## config.mk

```make
export PLATFORM = sky130hd
export DESIGN_NAME = pdm_cic_decimator
export DESIGN_NICKNAME = d
export VERILOG_FILES = /design/src/rtl/pdm_cic_decimator.sv
export SDC_FILE = /design/constraint.sdc
export NUM_CORES = 1
export LEC_CHECK = 0
export CAP_MARGIN = 20
export CORE_ASPECT_RATIO = 1.75
export CORE_UTILIZATION = 39
export DETAILED_ROUTE_END_ITERATION = 8
export SYNTH_ARGS = -nofsm -noshare
export SYNTH_HDL_FRONTEND = slang
export SYNTH_SLANG_ARGS = --single-unit
```

## constraint.sdc

```tcl
create_clock -name clk -period 18.7 [get_ports clk]
set_clock_uncertainty 0.15 [all_clocks]
set_input_delay 1.87 -clock clk [delete_from_list [all_inputs] [get_ports clk]]
set_output_delay 1.87 -clock clk [all_outputs]
set_load 0.005 [all_outputs]
```

## src/rtl/pdm_cic_decimator.sv

```systemverilog
// PDM microphone front end: mic clock divider, input synchronizer, CIC decimator and
// saturating single-entry stream output. Define PDM_DROP_COUNT_EN to add the drop_cnt port.

package loudness_meter_pkg;
    typedef logic signed [15:0] data_t;
endpackage

module pdm_cic_decimator #(
    parameter int CLK_HALF = 25,
    parameter int DECIM    = 64,
    parameter int ORDER    = 3,
    parameter int SETTLE   = ORDER
) (
    input  logic                                         clk,
    input  logic                                         rst,
    output logic                                         mic_clk,
    input  logic                                         pdm_data,
    output logic [$bits(loudness_meter_pkg::data_t)-1:0] data,
    output logic                                         data_valid,
    input  logic                                         data_ready
`ifdef PDM_DROP_COUNT_EN
    ,
    output logic [15:0]                                  drop_cnt
`endif
);

    localparam int DW    = $bits(loudness_meter_pkg::data_t);
    localparam int LOG_D = $clog2(DECIM);
    localparam int W     = ORDER * LOG_D + 2;
    localparam int SHIFT = (W > DW + 1) ? W - (DW + 1) : 0;
    localparam int EW    = (W > DW + 2) ? W : DW + 2;
    localparam int DIV_W = $clog2(CLK_HALF);
    localparam int SET_W = $clog2(SETTLE + 2);

    localparam logic signed [EW-1:0] SAT_HI = EW'((2 ** (DW - 1)) - 1);
    localparam logic signed [EW-1:0] SAT_LO = EW'(-(2 ** (DW - 1)));

    if (CLK_HALF < 2) begin : g_bad_clk_half
        $error("pdm_cic_decimator: CLK_HALF must be >= 2");
    end
    if (DECIM < 4 || (DECIM & (DECIM - 1)) != 0) begin : g_bad_decim
        $error("pdm_cic_decimator: DECIM must be a power of 2 and >= 4");
    end
    if (ORDER < 1 || ORDER > 4) begin : g_bad_order
        $error("pdm_cic_decimator: ORDER must be in 1..4");
    end

    // ------------------------------------------------------------------
    // Mic clock divider and PDM tick
    // ------------------------------------------------------------------
    logic [DIV_W-1:0] div_cnt;
    logic             div_wrap;
    logic             tick;

    assign div_wrap = (div_cnt == DIV_W'(CLK_HALF - 1));
    // The mic samples on its rising edge, so the bit is stable by the end of the high phase.
    assign tick     = mic_clk && div_wrap;

    // NOTE: sequential state is always assigned with <= so every flop samples pre-edge values.
    always_ff @(posedge clk) begin
        if (rst) begin
            div_cnt <= '0;
            mic_clk <= 1'b0;
        end else if (div_wrap) begin
            div_cnt <= '0;
            mic_clk <= ~mic_clk;
        end else begin
            div_cnt <= div_cnt + DIV_W'(1);
        end
    end

    // ------------------------------------------------------------------
    // Input synchronizer
    // ------------------------------------------------------------------
    logic pdm_meta;
    logic pdm_sync;

    always_ff @(posedge clk) begin
        if (rst) begin
            pdm_meta <= 1'b0;
            pdm_sync <= 1'b0;
        end else begin
            pdm_meta <= pdm_data;
            pdm_sync <= pdm_meta;
        end
    end

    // ------------------------------------------------------------------
    // Integrators (run at the PDM rate, wrap modulo 2^W)
    // ------------------------------------------------------------------
    logic [W-1:0] integ [ORDER];

    // NOTE: these register arrays are reset explicitly; the wrapping arithmetic is only
    // exact if every integrator and comb delay restarts from the same zero history.
    always_ff @(posedge clk) begin
        if (rst) begin
            for (int i = 0; i < ORDER; i++) integ[i] <= '0;
        end else if (tick) begin
            integ[0] <= integ[0] + (pdm_sync ? W'(1) : {W{1'b1}});
            for (int i = 1; i < ORDER; i++) integ[i] <= integ[i] + integ[i-1];
        end
    end

    // ------------------------------------------------------------------
    // Decimation counter and comb section (evaluated once per DECIM ticks)
    // ------------------------------------------------------------------
    logic [LOG_D-1:0] dec_cnt;
    logic             dec_fire;
    logic [W-1:0]     comb_dly [ORDER];
    logic [W-1:0]     comb_in  [ORDER];
    logic [W-1:0]     comb_res;
    logic [W-1:0]     comb_q;
    logic             comb_vld;

    assign dec_fire = tick && (dec_cnt == LOG_D'(DECIM - 1));

    // NOTE: every output of a combinational block is assigned before any conditional use,
    // so no path leaves a value held and no latch is inferred.
    always_comb begin : comb_chain
        logic [W-1:0] acc;
        acc = integ[ORDER-1];
        for (int i = 0; i < ORDER; i++) begin
            comb_in[i] = acc;
            acc        = acc - comb_dly[i];
        end
        comb_res = acc;
    end

    always_ff @(posedge clk) begin
        if (rst) begin
            dec_cnt  <= '0;
            comb_q   <= '0;
            comb_vld <= 1'b0;
            for (int i = 0; i < ORDER; i++) comb_dly[i] <= '0;
        end else begin
            comb_vld <= dec_fire;
            if (tick) dec_cnt <= dec_cnt + LOG_D'(1);
            if (dec_fire) begin
                comb_q <= comb_res;
                for (int i = 0; i < ORDER; i++) comb_dly[i] <= comb_in[i];
            end
        end
    end

    // ------------------------------------------------------------------
    // Scaling and saturation to the PCM range
    // ------------------------------------------------------------------
    logic signed [EW-1:0] comb_ext;
    logic signed [EW-1:0] comb_shr;
    logic [DW-1:0]        sat_val;

    always_comb begin
        comb_ext = EW'($signed(comb_q));
        comb_shr = comb_ext >>> SHIFT;
        if (comb_shr > SAT_HI) begin
            sat_val = SAT_HI[DW-1:0];
        end else if (comb_shr < SAT_LO) begin
            sat_val = SAT_LO[DW-1:0];
        end else begin
            sat_val = comb_shr[DW-1:0];
        end
    end

    // ------------------------------------------------------------------
    // Settle gate and single-entry output register
    // ------------------------------------------------------------------
    logic [SET_W-1:0] settle_cnt;
    logic             settled;

    assign settled = (settle_cnt >= SET_W'(SETTLE));

    // A stalled sample is never overwritten; a result arriving during a stall is lost.
    always_ff @(posedge clk) begin
        if (rst) begin
            settle_cnt <= '0;
            data       <= '0;
            data_valid <= 1'b0;
        end else begin
            if (comb_vld && !settled) settle_cnt <= settle_cnt + SET_W'(1);
            if (comb_vld && settled && (!data_valid || data_ready)) begin
                data       <= sat_val;
                data_valid <= 1'b1;
            end else if (data_valid && data_ready) begin
                data_valid <= 1'b0;
            end
        end
    end

`ifdef PDM_DROP_COUNT_EN
    logic drop_evt;

    assign drop_evt = comb_vld && settled && data_valid && !data_ready;

    always_ff @(posedge clk) begin
        if (rst) begin
            drop_cnt <= '0;
        end else if (drop_evt && (drop_cnt != 16'hFFFF)) begin
            drop_cnt <= drop_cnt + 16'd1;
        end
    end
`endif

endmodule
```

-- Word level (Yosys, flattened, before mapping)
Memory sizes are Yosys's and may differ from the RTL's.
Cells that the tools add are included.
- memories kept: 2
- output and inout bits: 18
- word-level logic and storage cells: 63
- bits of input ports: 4
- bits in registers: 55
- RAM bits: 120
- reductions and logical operators: 11
- equal/unequal tests: 2
- add/sub/neg operators: 9
- magnitude comparators: 3
- mux-type cells: 19
- bitwise gates (word level): 7
- memories (memory ; depth ; bits a word ; rd ports ; clocked after Yosys merged registers in ; wr ports ; RTL line ; text):
    comb_dly ; 3 ; 20 ; 3 ; 0 ; 3 ; 109 ; logic [W-1:0] comb_dly [ORDER];
    integ ; 3 ; 20 ; 3 ; 0 ; 3 ; 91 ; logic [W-1:0] integ [ORDER];
- operator list (cell ; count):
    $mux W20 ; 7
    $add A20 B20 Y20 ; 3
    $sub A20 B20 Y20 ; 3
    $mux W16 ; 2
    $gt A17 B16 Y1 const B ; 1
    $lt A17 B16 Y1 const B ; 1
    $mux W1 ; 10
    $add A6 B1 Y6 const B ; 1
    $eq A6 B6 Y1 const B ; 1
    $logic_and A1 B1 Y1 ; 6
    $or A1 B1 Y1 ; 6
    $add A5 B1 Y5 const B ; 1
    $eq A5 B5 Y1 const B ; 1
    $add A3 B1 Y3 const B ; 1
    $ge A3 B2 Y1 const B ; 1
    $logic_not A1 Y1 ; 2
    $reduce_bool A2 Y1 ; 1
    $reduce_or A2 Y1 ; 1
    $logic_or A1 B1 Y1 ; 1
    $not A1 Y1 ; 1

-- Longest topological paths before layout
Gate-level depths: netlist of run 1.
- word-level depth: 7
- depth in mapped cells: 30
- gate-level depth less buffers: 30

-- Least setup slack after synthesis of run 1
OpenSTA, ideal clock, no wires.
- path type: flip-flop to flip-flop
- start: memory integ[0][40] in the netlist's numbering
- end: register comb_q[19], in the netlist comb_ext[19]
- period minus slack after synthesis: 6.021 ns
- path buffers: 0
- data required time: 18.433 ns
- slack: 12.679 ns
- arrival time: 5.754 ns
- cell stages (with the launch flop): 30
- library setup time: 0.117 ns
- path through: edfxtp_1 > inv_1 > ha_1 > inv_1 > fa_1 > a21o_1 > a21o_1 > a21o_1 > o311ai_1 > nand2b_1 > xor2_1 > ha_1 > and2_1 > nor2_1 > o21ai_0 > a21o_1 > a21o_1 > a221oi_1 > xnor2_1 > ha_1 > and4_1 > a31o_1 > a21oi_1 > a2bb2oi_1 > o311ai_1 > a21oi_1 > inv_1 > a21oi_1 > xnor3_1 > a22o_1
- RTL lines (item ; RTL line ; text):
    start, declared ; 91 ;
    end signal, assigned ; 139 ; comb_q <= comb_res;
    end, declared ; 112 ; logic [W-1:0] comb_q;

==> results.toml, run 1 <==
[final_layout]
drive_gt1_share_pct = 4.24
diodes = 0
fill_cells = 2843
syn_to_final_growth_pct = 11.0
stdcell_count = 1575
final_net_count = 1315

[placement]
hpwl_um = 15200
dpl.cell_count = 1543
place.gp.congestion = 0.791
io_buffers = 21

[worst_setup_path]
start_kind = "register"
cp.arrival_ns = 6.95
worstPathRequired_ns = 18.89
cp_common_cell = "a21oi_1"
end_kind = "register"
critPathMaxStageDelay_ns = 0.51
critPathKind = "reg2reg"
crit_path_top_delay_cell = "a311oi_1"
worstPathMaxFanout = 5

[global_routing]
grt_pass1_vias = 8044
gr-usage-all-layers_pct = 15.4
grt_pass1_wl_um = 35500
antenna_found_initial = 0
grt_overflow_total = 0
grt_max_degree = 61

[synth]
synthArstFlopShare_pct = 0
synth_top_family_by_area = "simple AND/OR/NAND/NOR gates"
synth-adder-area-share_pct = 14.7
synthMuxAreaShare_pct = 0.979
synth_compound_area_share_pct = 14.9
synth_ff_type = "edfxtp_1"
ys_ff_latch = 172
yosysSeqAreaShare_pct = 41.3
ys_top_cells_by_area = "edfxtp_1 (32%), ha_1 (13%), dfxtp_1 (9.3%)"
yosysMostFrequentCell = "nor2_1"
synth_edf_count = 120
synth_xor_area_share_pct = 8.22
synth_cell_type_count = 69
yosys.area_share.simple_pct = 16.1
ys_warn_count = 0
synth_area_sq_um = 11200
synth_top_area_share_pct = 32.0
synth_nets = 1295
synthCells = 1169
syn_area_per_cell_sq_um = 9.62
yosys.area.top_type = "edfxtp_1"
netlist_top_cells_count = "nor2_1 (154), edfxtp_1 (120), ha_1 (117), inv_1 (87), a21oi_1 (85)"

[floorplan]
dieHeight_um = 227
initial_core_util_pct = 39.9
fp.coreArea_sq_um = 28200
die_area_sq_um = 29600
die_w_um = 130
rows = 81
io_pins = 22

[sta]
rsz0062_at_grt = "false"
period_share_pct = 36.2
fin_crit_ns = 6.76
hold_viol_final = 0
max_freq_mhz = 148
setup_viol = 0
relSlewSlack_pct = 29.9
whs_ns = 0.300
fin_tns_setup_ns = 0
drv_slew = 0
worst_pin_slew_ns = 1.05

[detailed_routing]
first_iter_violations = 258
routedWlPerCell_um = 13.1
drc_errors = 0
vias_per_cell = 5.08
num_vias = 7999
totalWireLength_um = 20600
final_antenna_net_count = 0
dr.pass1.iters = 6

[min_path]
worstHoldPathType = "reg2reg"

[clocking]
cts-root-buf = "clkbuf_16"
worstSkewPairLatency_ns = 0.45
clock-sinks = 172
cts_buffer_depth = 2
numCtsBuffers = 17
cts_tree = "done"
cts_resized = 0
postCtsHoldBufs = 0
post_cts_buffers = 0
clkSlewWorstSetupHoldPaths_ns = 0.06
htreeDepth = 4

[pwr]
leakagePower_nw = 5.14
ir_worst_vdd_v = 0.0000620
powerDensity_nw_per_um2 = 82.7
power_mw = 1.03

[flow_run]
cap_violations = 0

[outcome]
status = "completed"
## power breakdown
part           switching (mW)  internal (mW)  total (mW)
Sequential            0.00536          0.416       0.421
Clock                   0.149          0.213       0.361
Combinational           0.138          0.112       0.250
## layout by cell type, fill, tap and decap left out, drive strengths merged, types with 4 or more instances in the layout
cell type / instances
o21a: 13
ha: 117
mux2i: 11
a21o: 39
edfxtp: 120
o41ai: 4
and3: 7
o31ai: 4
fa: 5
xor2: 52
or3: 5
a31oi: 6
nand3: 19
nand2b: 22
clkbuf: 29
clkdlybuf4s50: 20
o21bai: 7
xnor2: 51
nor3: 17
buf: 8
nand2: 61
inv: 88
a21oi: 88
o21ai: 46
nor2: 154
a211oi: 11
maj3: 9
and2: 58
dfxtp: 52
nor2b: 19
o211ai: 4
## kinds of logic after synthesis
logic type,after synthesis
compound gates,257
xor+xnor,104
fa+ha+maj,131
buf+inv,115
flops,172
mux,11
simple gates,379
## area by class of cell
| class | count | area, sq um | area share [%] |
|---|---|---|---|
| Multi-Input combinational cell | 882 | 6180 | 49.5 |
| Sequential cell | 172 | 4640 | 37.2 |
| Clock buffer | 29 | 587 | 4.70 |
| Tap cell | 373 | 467 | 3.74 |
| Inverter | 88 | 330 | 2.65 |
| Timing Repair Buffer | 28 | 258 | 2.06 |
| Clock inverter | 3 | 16.3 | 0.130 |
## state kept, by name, summed over array words and instances (netlist names), 3 cells and up
signal,flops
dec_cnt,6
comb_ext,17
data,16
integ,60
comb_dly,60
div_cnt,5
settle_cnt,3
## routing by layer
metal | track usage, % | part of all wire [%]
met5 | 0 | 0
met4 | 7.08 | 2.5
met3 | 2.86 | 2.1
met2 | 30.7 | 57
met1 | 14.6 | 38
## final timing paths
check / startpoint / end / slack (ns) / cells after the start
worst max-delay path: integ[0][40] / comb_ext[19] / 11.94 / 28
worst min-delay path: comb_ext[11] / comb_ext[11] / 0.30 / 2
worst min register to register: comb_ext[11] / comb_ext[11] / 0.30 / 2
worst max register to register: integ[0][40] / comb_ext[19] / 11.94 / 28
## metrics by stage
stage	setup slack, ns	cell area (sq um)	util, %
6_report	11.94	12500	44.3
5_1_grt	11.42	12500	44.3
4_1_cts	11.85	12500	44.3
3_5_place_dp	11.88	11900	42.2
3_3_place_gp	12.11	11900	42.2
2_1_floorplan	12.68	11200	-
## worst max-delay path, delay by kind of cell (launching register included)
| kind | cells | cell delay (ns) |
|---|---|---|
| AO/OA/AOI/OAI | 14 | 3.25 |
| XOR/XNOR | 2 | 0.50 |
| adder cells (fa/ha/maj) | 4 | 1.25 |
| buffers and inverters | 3 | 0.20 |
| flip-flops | 1 | 0.39 |
| multiplexers | 1 | 0.25 |
| AND/OR/NAND/NOR | 4 | 0.64 |
Note: power is estimated with default switching activity, not from simulation.
==> run 2, diff against run 1 <==
clock period = 6.8 ns   (was 18.7 ns; I/O delays follow)
==> run 2 against run 1 <==
Against the previous run:
- sequential power increased to 2.8 times the previous value
- die area unchanged
- register-to-register slack got worse by 11 ns
- fmax increased by 7.0%
- critical endpoint unchanged
- worst setup slack got worse by 11 ns
- combinational power increased to 2.9 times the previous value
- highest routed layer unchanged
- clock power increased to 3.0 times the previous value
- first-iteration DRC count decreased by 1.9%
- power increased to 2.9 times the previous value
- critical path type unchanged
- non-clock buffer count increased by 4
==> results.toml, run 2 (synthesis gave the netlist of run 1 again) <==
[outcome]
status = "completed"

[min_path]
worstHoldPathType = "reg2reg"
hold_start = "comb_ext[6]"

[clocking]
cts_buffer_depth = 2
worstSkewPairLatency_ns = 0.45
cts_tree = "done"
numCtsBuffers = 17
clkSlewWorstSetupHoldPaths_ns = 0.06
cts-root-buf = "clkbuf_16"
htreeDepth = 4
postCtsHoldBufs = 0
clock-sinks = 172

[worst_setup_path]
cp_common_cell = "a21o_1"
path_delay_family = "compound AO/OA/AOI/OAI gates"
worstPathRequired_ns = 6.99
cp.arrival_ns = 6.51
crit_path_top_delay_cell = "fa_1"
startpoint = "integ[0][40]"
critPathMaxStageDelay_ns = 0.40
r2r-start = "integ[0][40]"
worstPathMaxFanout = 4
end_kind = "register"
critPathBufInv = 3
start_kind = "register"
critPathKind = "reg2reg"

[pwr]
p_switching_mw = 0.811
clock_power_share_pct = 36.6
ir_worst_vdd_v = 0.000178
powerDensity_nw_per_um2 = 235
leakagePower_nw = 5.18
p_comb_share_pct = 24.2
seqPwrFrac_pct = 39.2
cellInternalPower_mw = 2.14
p_sw_share_pct = 27.5

[final_layout]
final_common_cell = "nor2_1"
fill_cells = 2812
diodes = 0
regArea_sq_um = 4640
final_net_count = 1319
syn_to_final_growth_pct = 11.9
drive_gt1_share_pct = 5.06
utilization_pct = 44.7
multi_input_area_sq_um = 6220
final_cell_mix = "nor2_1 (154), edfxtp_1 (120), ha_1 (117), inv_1 (86), a21oi_1 (81)"

[sta]
max_freq_mhz = 158
relSlewSlack_pct = 30.9
drv_slew = 0
period_share_pct = 92.9
fin_tns_setup_ns = 0
rsz0062_at_grt = "false"
worst_pin_slew_ns = 1.03
fin_crit_ns = 6.32
setup_slack_ns = 0.481
whs_ns = 0.299
setup_viol = 0
hold_viol_final = 0

[global_routing]
met3_usage_pct = 2.57
grt_pass1_vias = 8022
groute.layer.met2.usage_pct = 30.9
grt_busiest_layer = "met2"
antenna_found_initial = 0
grt_pass1_wl_um = 35500
gr-usage-all-layers_pct = 15.4
grt_overflow_total = 0
grt_max_degree = 61
met1_usage_pct = 14.4

[detailed_routing]
vias_per_cell = 5.07
first_iter_violations = 253
dr.pass1.iters = 4
final_antenna_net_count = 0
num_vias = 7996
routedWlPerCell_um = 13.2
drc_errors = 0
totalWireLength_um = 20800

[floorplan]
dieHeight_um = 227
io_pins = 22
die_area_sq_um = 29600
fp.coreArea_sq_um = 28200
die_w_um = 130
rows = 81
initial_core_util_pct = 39.9

[placement]
io_buffers = 21
hpwl_um = 15300
dp_worst_setup_slack_ns = 0.178
place.gp.congestion = 0.792

[flow_run]
cap_violations = 0
-- run 2: worst min-delay path: stages (launching register included) --
cell,delay [ns]
dfxtp_1,0.31
nand2_1,0.05
a21oi_1,0.05
-- run 2: path summary, 6_finish.rpt --
path         cells after the start  slack, ns           end
max                             29       0.48  comb_ext[19]
min                              2       0.30   comb_ext[6]
max reg2reg                     29       0.48  comb_ext[19]
min reg2reg                      2       0.30   comb_ext[6]
-- run 2: routing by layer --
metal  vias up  share of wire, %
li1       4159                 -
met1      3738                38
met2        62                57
met3        37               1.5
met4         0               3.2
met5         -                 0
-- run 2: area by class of cell --
type	count	share of cell area, %
multi-input cells	882	49.4
flip-flops and latches	172	36.9
clock buffers	23	3.80
well taps	373	3.71
inverters	88	2.62
repair buffers	32	2.29
clock inverters	8	1.29
-- run 2: timing repair --
item                                    CTS  global route
resized for setup                         0             9
endpoints found under the setup margin    0             1
buffers inserted                          0             3
-- run 2: power groups by stage --
stage	sequential [mW]	combinational (mW)	clock, mW
detailed placement	1.18	0.696	0
global placement	1.18	0.681	0
global route	1.16	0.810	1.14
floorplan	1.18	0.569	0
finish	1.16	0.716	1.08
CTS	1.16	0.698	1.10
-- run 2: stage by stage --
stage / instance area (sq um) / power (mW) / cells
3_3_place_gp: 11900 / 1.86 / 1544
2_1_floorplan: 11200 / 1.75 / 1169
6_report: 12600 / 2.95 / 1578
5_1_grt: 12600 / 3.11 / 1578
4_1_cts: 12500 / 2.96 / 1575
3_5_place_dp: 11900 / 1.88 / 1544
==> run 3, diff against run 2 <==
CORE_ASPECT_RATIO = 2   (was 1.75)
==> run 3 against run 2 <==
Against the previous run:
- flip-flop and latch count did not move
- final cell count fell by 1.1%
- global-route usage rose by 0.21 points
==> results.toml, run 3 (synthesis gave the netlist of run 1 again) <==
[detailed_routing]
dr.pass1.iters = 4
drc_errors = 0
num_vias = 8103
final_antenna_net_count = 0
first_iter_violations = 270
routedWlPerCell_um = 13.7
vias_per_cell = 5.19
totalWireLength_um = 21400

[clocking]
htreeDepth = 4
clkSlewWorstSetupHoldPaths_ns = 0.07
cts_buffer_depth = 2
cts-root-buf = "clkbuf_16"
numCtsBuffers = 17
worstSkewPairLatency_ns = 0.45
clock-sinks = 172
cts_tree = "done"
postCtsHoldBufs = 0

[min_path]
worstHoldPathType = "reg2reg"
hold_depth = 2

[global_routing]
grt_max_degree = 61
grt_pass1_vias = 8145
grt_overflow_total = 0
grt_pass1_wl_um = 36400
gr-usage-all-layers_pct = 15.6
antenna_found_initial = 0

[worst_setup_path]
critPathMaxStageDelay_ns = 0.41
crit_path_top_delay_cell = "fa_1"
cp.arrival_ns = 6.61
critPathKind = "reg2reg"
worstPathMaxFanout = 4
path_delay_family = "compound AO/OA/AOI/OAI gates"
cp.depth = 28
critPathBufInv = 3
end_kind = "register"
ff2ff_path_depth = 28
start_kind = "register"
worstPathRequired_ns = 6.99

[outcome]
status = "completed"

[pwr]
leakagePower_nw = 5.14
power_mw = 2.83
ir_worst_vdd_v = 0.000166
powerDensity_nw_per_um2 = 226

[sta]
period_share_pct = 94.3
setup_slack_ns = 0.385
fin_crit_ns = 6.42
worst_pin_slew_ns = 1.07
drv_slew = 0
relSlewSlack_pct = 28.2
max_freq_mhz = 156
hold_viol_final = 0
setup_viol = 0
whs_ns = 0.304

[floorplan]
die_w_um = 122
fp.coreArea_sq_um = 28300
initial_core_util_pct = 39.7
rows = 87
die_area_sq_um = 29600
dieHeight_um = 242
io_pins = 22

[placement]
dpl_cell_area_sq_um = 11900
hpwl_um = 15700
place.gp.congestion = 0.782
io_buffers = 21
dp_worst_setup_slack_ns = 0.161

[final_layout]
fin_area_sq_um = 12500
diodes = 0
utilization_pct = 44.1
final_net_count = 1318
drive_gt1_share_pct = 5.06
syn_to_final_growth_pct = 11.0
final_common_cell = "nor2_1"
final_cell_mix = "nor2_1 (154), edfxtp_1 (120), ha_1 (117), inv_1 (86), a21oi_1 (83)"

[flow_run]
cap_violations = 0
## run 3: routing by layer
metal | vias up | routed length (um) | global-route usage [%]
li1 | 4158 | - | -
met1 | 3822 | 7800 | 14.0
met2 | 81 | 12500 | 31.8
met3 | 42 | 435 | 3.34
met4 | 0 | 655 | 6.64
met5 | - | 0 | 0
## run 3: tightest hold or removal path, cell delays in order, from the launching register on
cell	delay [ns]
dfxtp_1	0.31
nand2_1	0.05
a21oi_1	0.05
## run 3: metrics by stage
step / TNS (ns) / std cells
finish: 0 / 1561
global route: -0.133 / 1561
CTS: 0 / 1560
detailed placement: 0 / 1528
global placement: 0 / 1528
floorplan: 0 / 1169
## run 3: final timing paths
| kind | from | end | slack (ns) |
|---|---|---|---|
| worst max-delay path | integ[0][40] | comb_ext[19] | 0.38 |
| worst min-delay path | comb_ext[9] | comb_ext[9] | 0.30 |
| worst max register to register | integ[0][40] | comb_ext[19] | 0.38 |
| worst min register to register | comb_ext[9] | comb_ext[9] | 0.30 |
## run 3: area by class of cell
type	instances	area, sq um
timing repair buffer	31	280
fill	2794	15800
multi-input combinational	882	6210
clock inverter	11	78.8
tap	356	445
sequential	172	4640
clock buffer	21	493
inverter	88	330
## run 3: report_power, final
group	leakage, nW	internal [mW]	switching, mW
sequential	1.66	1.14	0.0147
combinational	3.20	0.320	0.393
clock	0.285	0.523	0.431
total	5.14	1.99	0.840
## run 3: timing repair
item | in CTS | in global routing
endpoints found under the setup margin | 0 | 1
buffers inserted | 0 | 1
resized for setup | 0 | 5
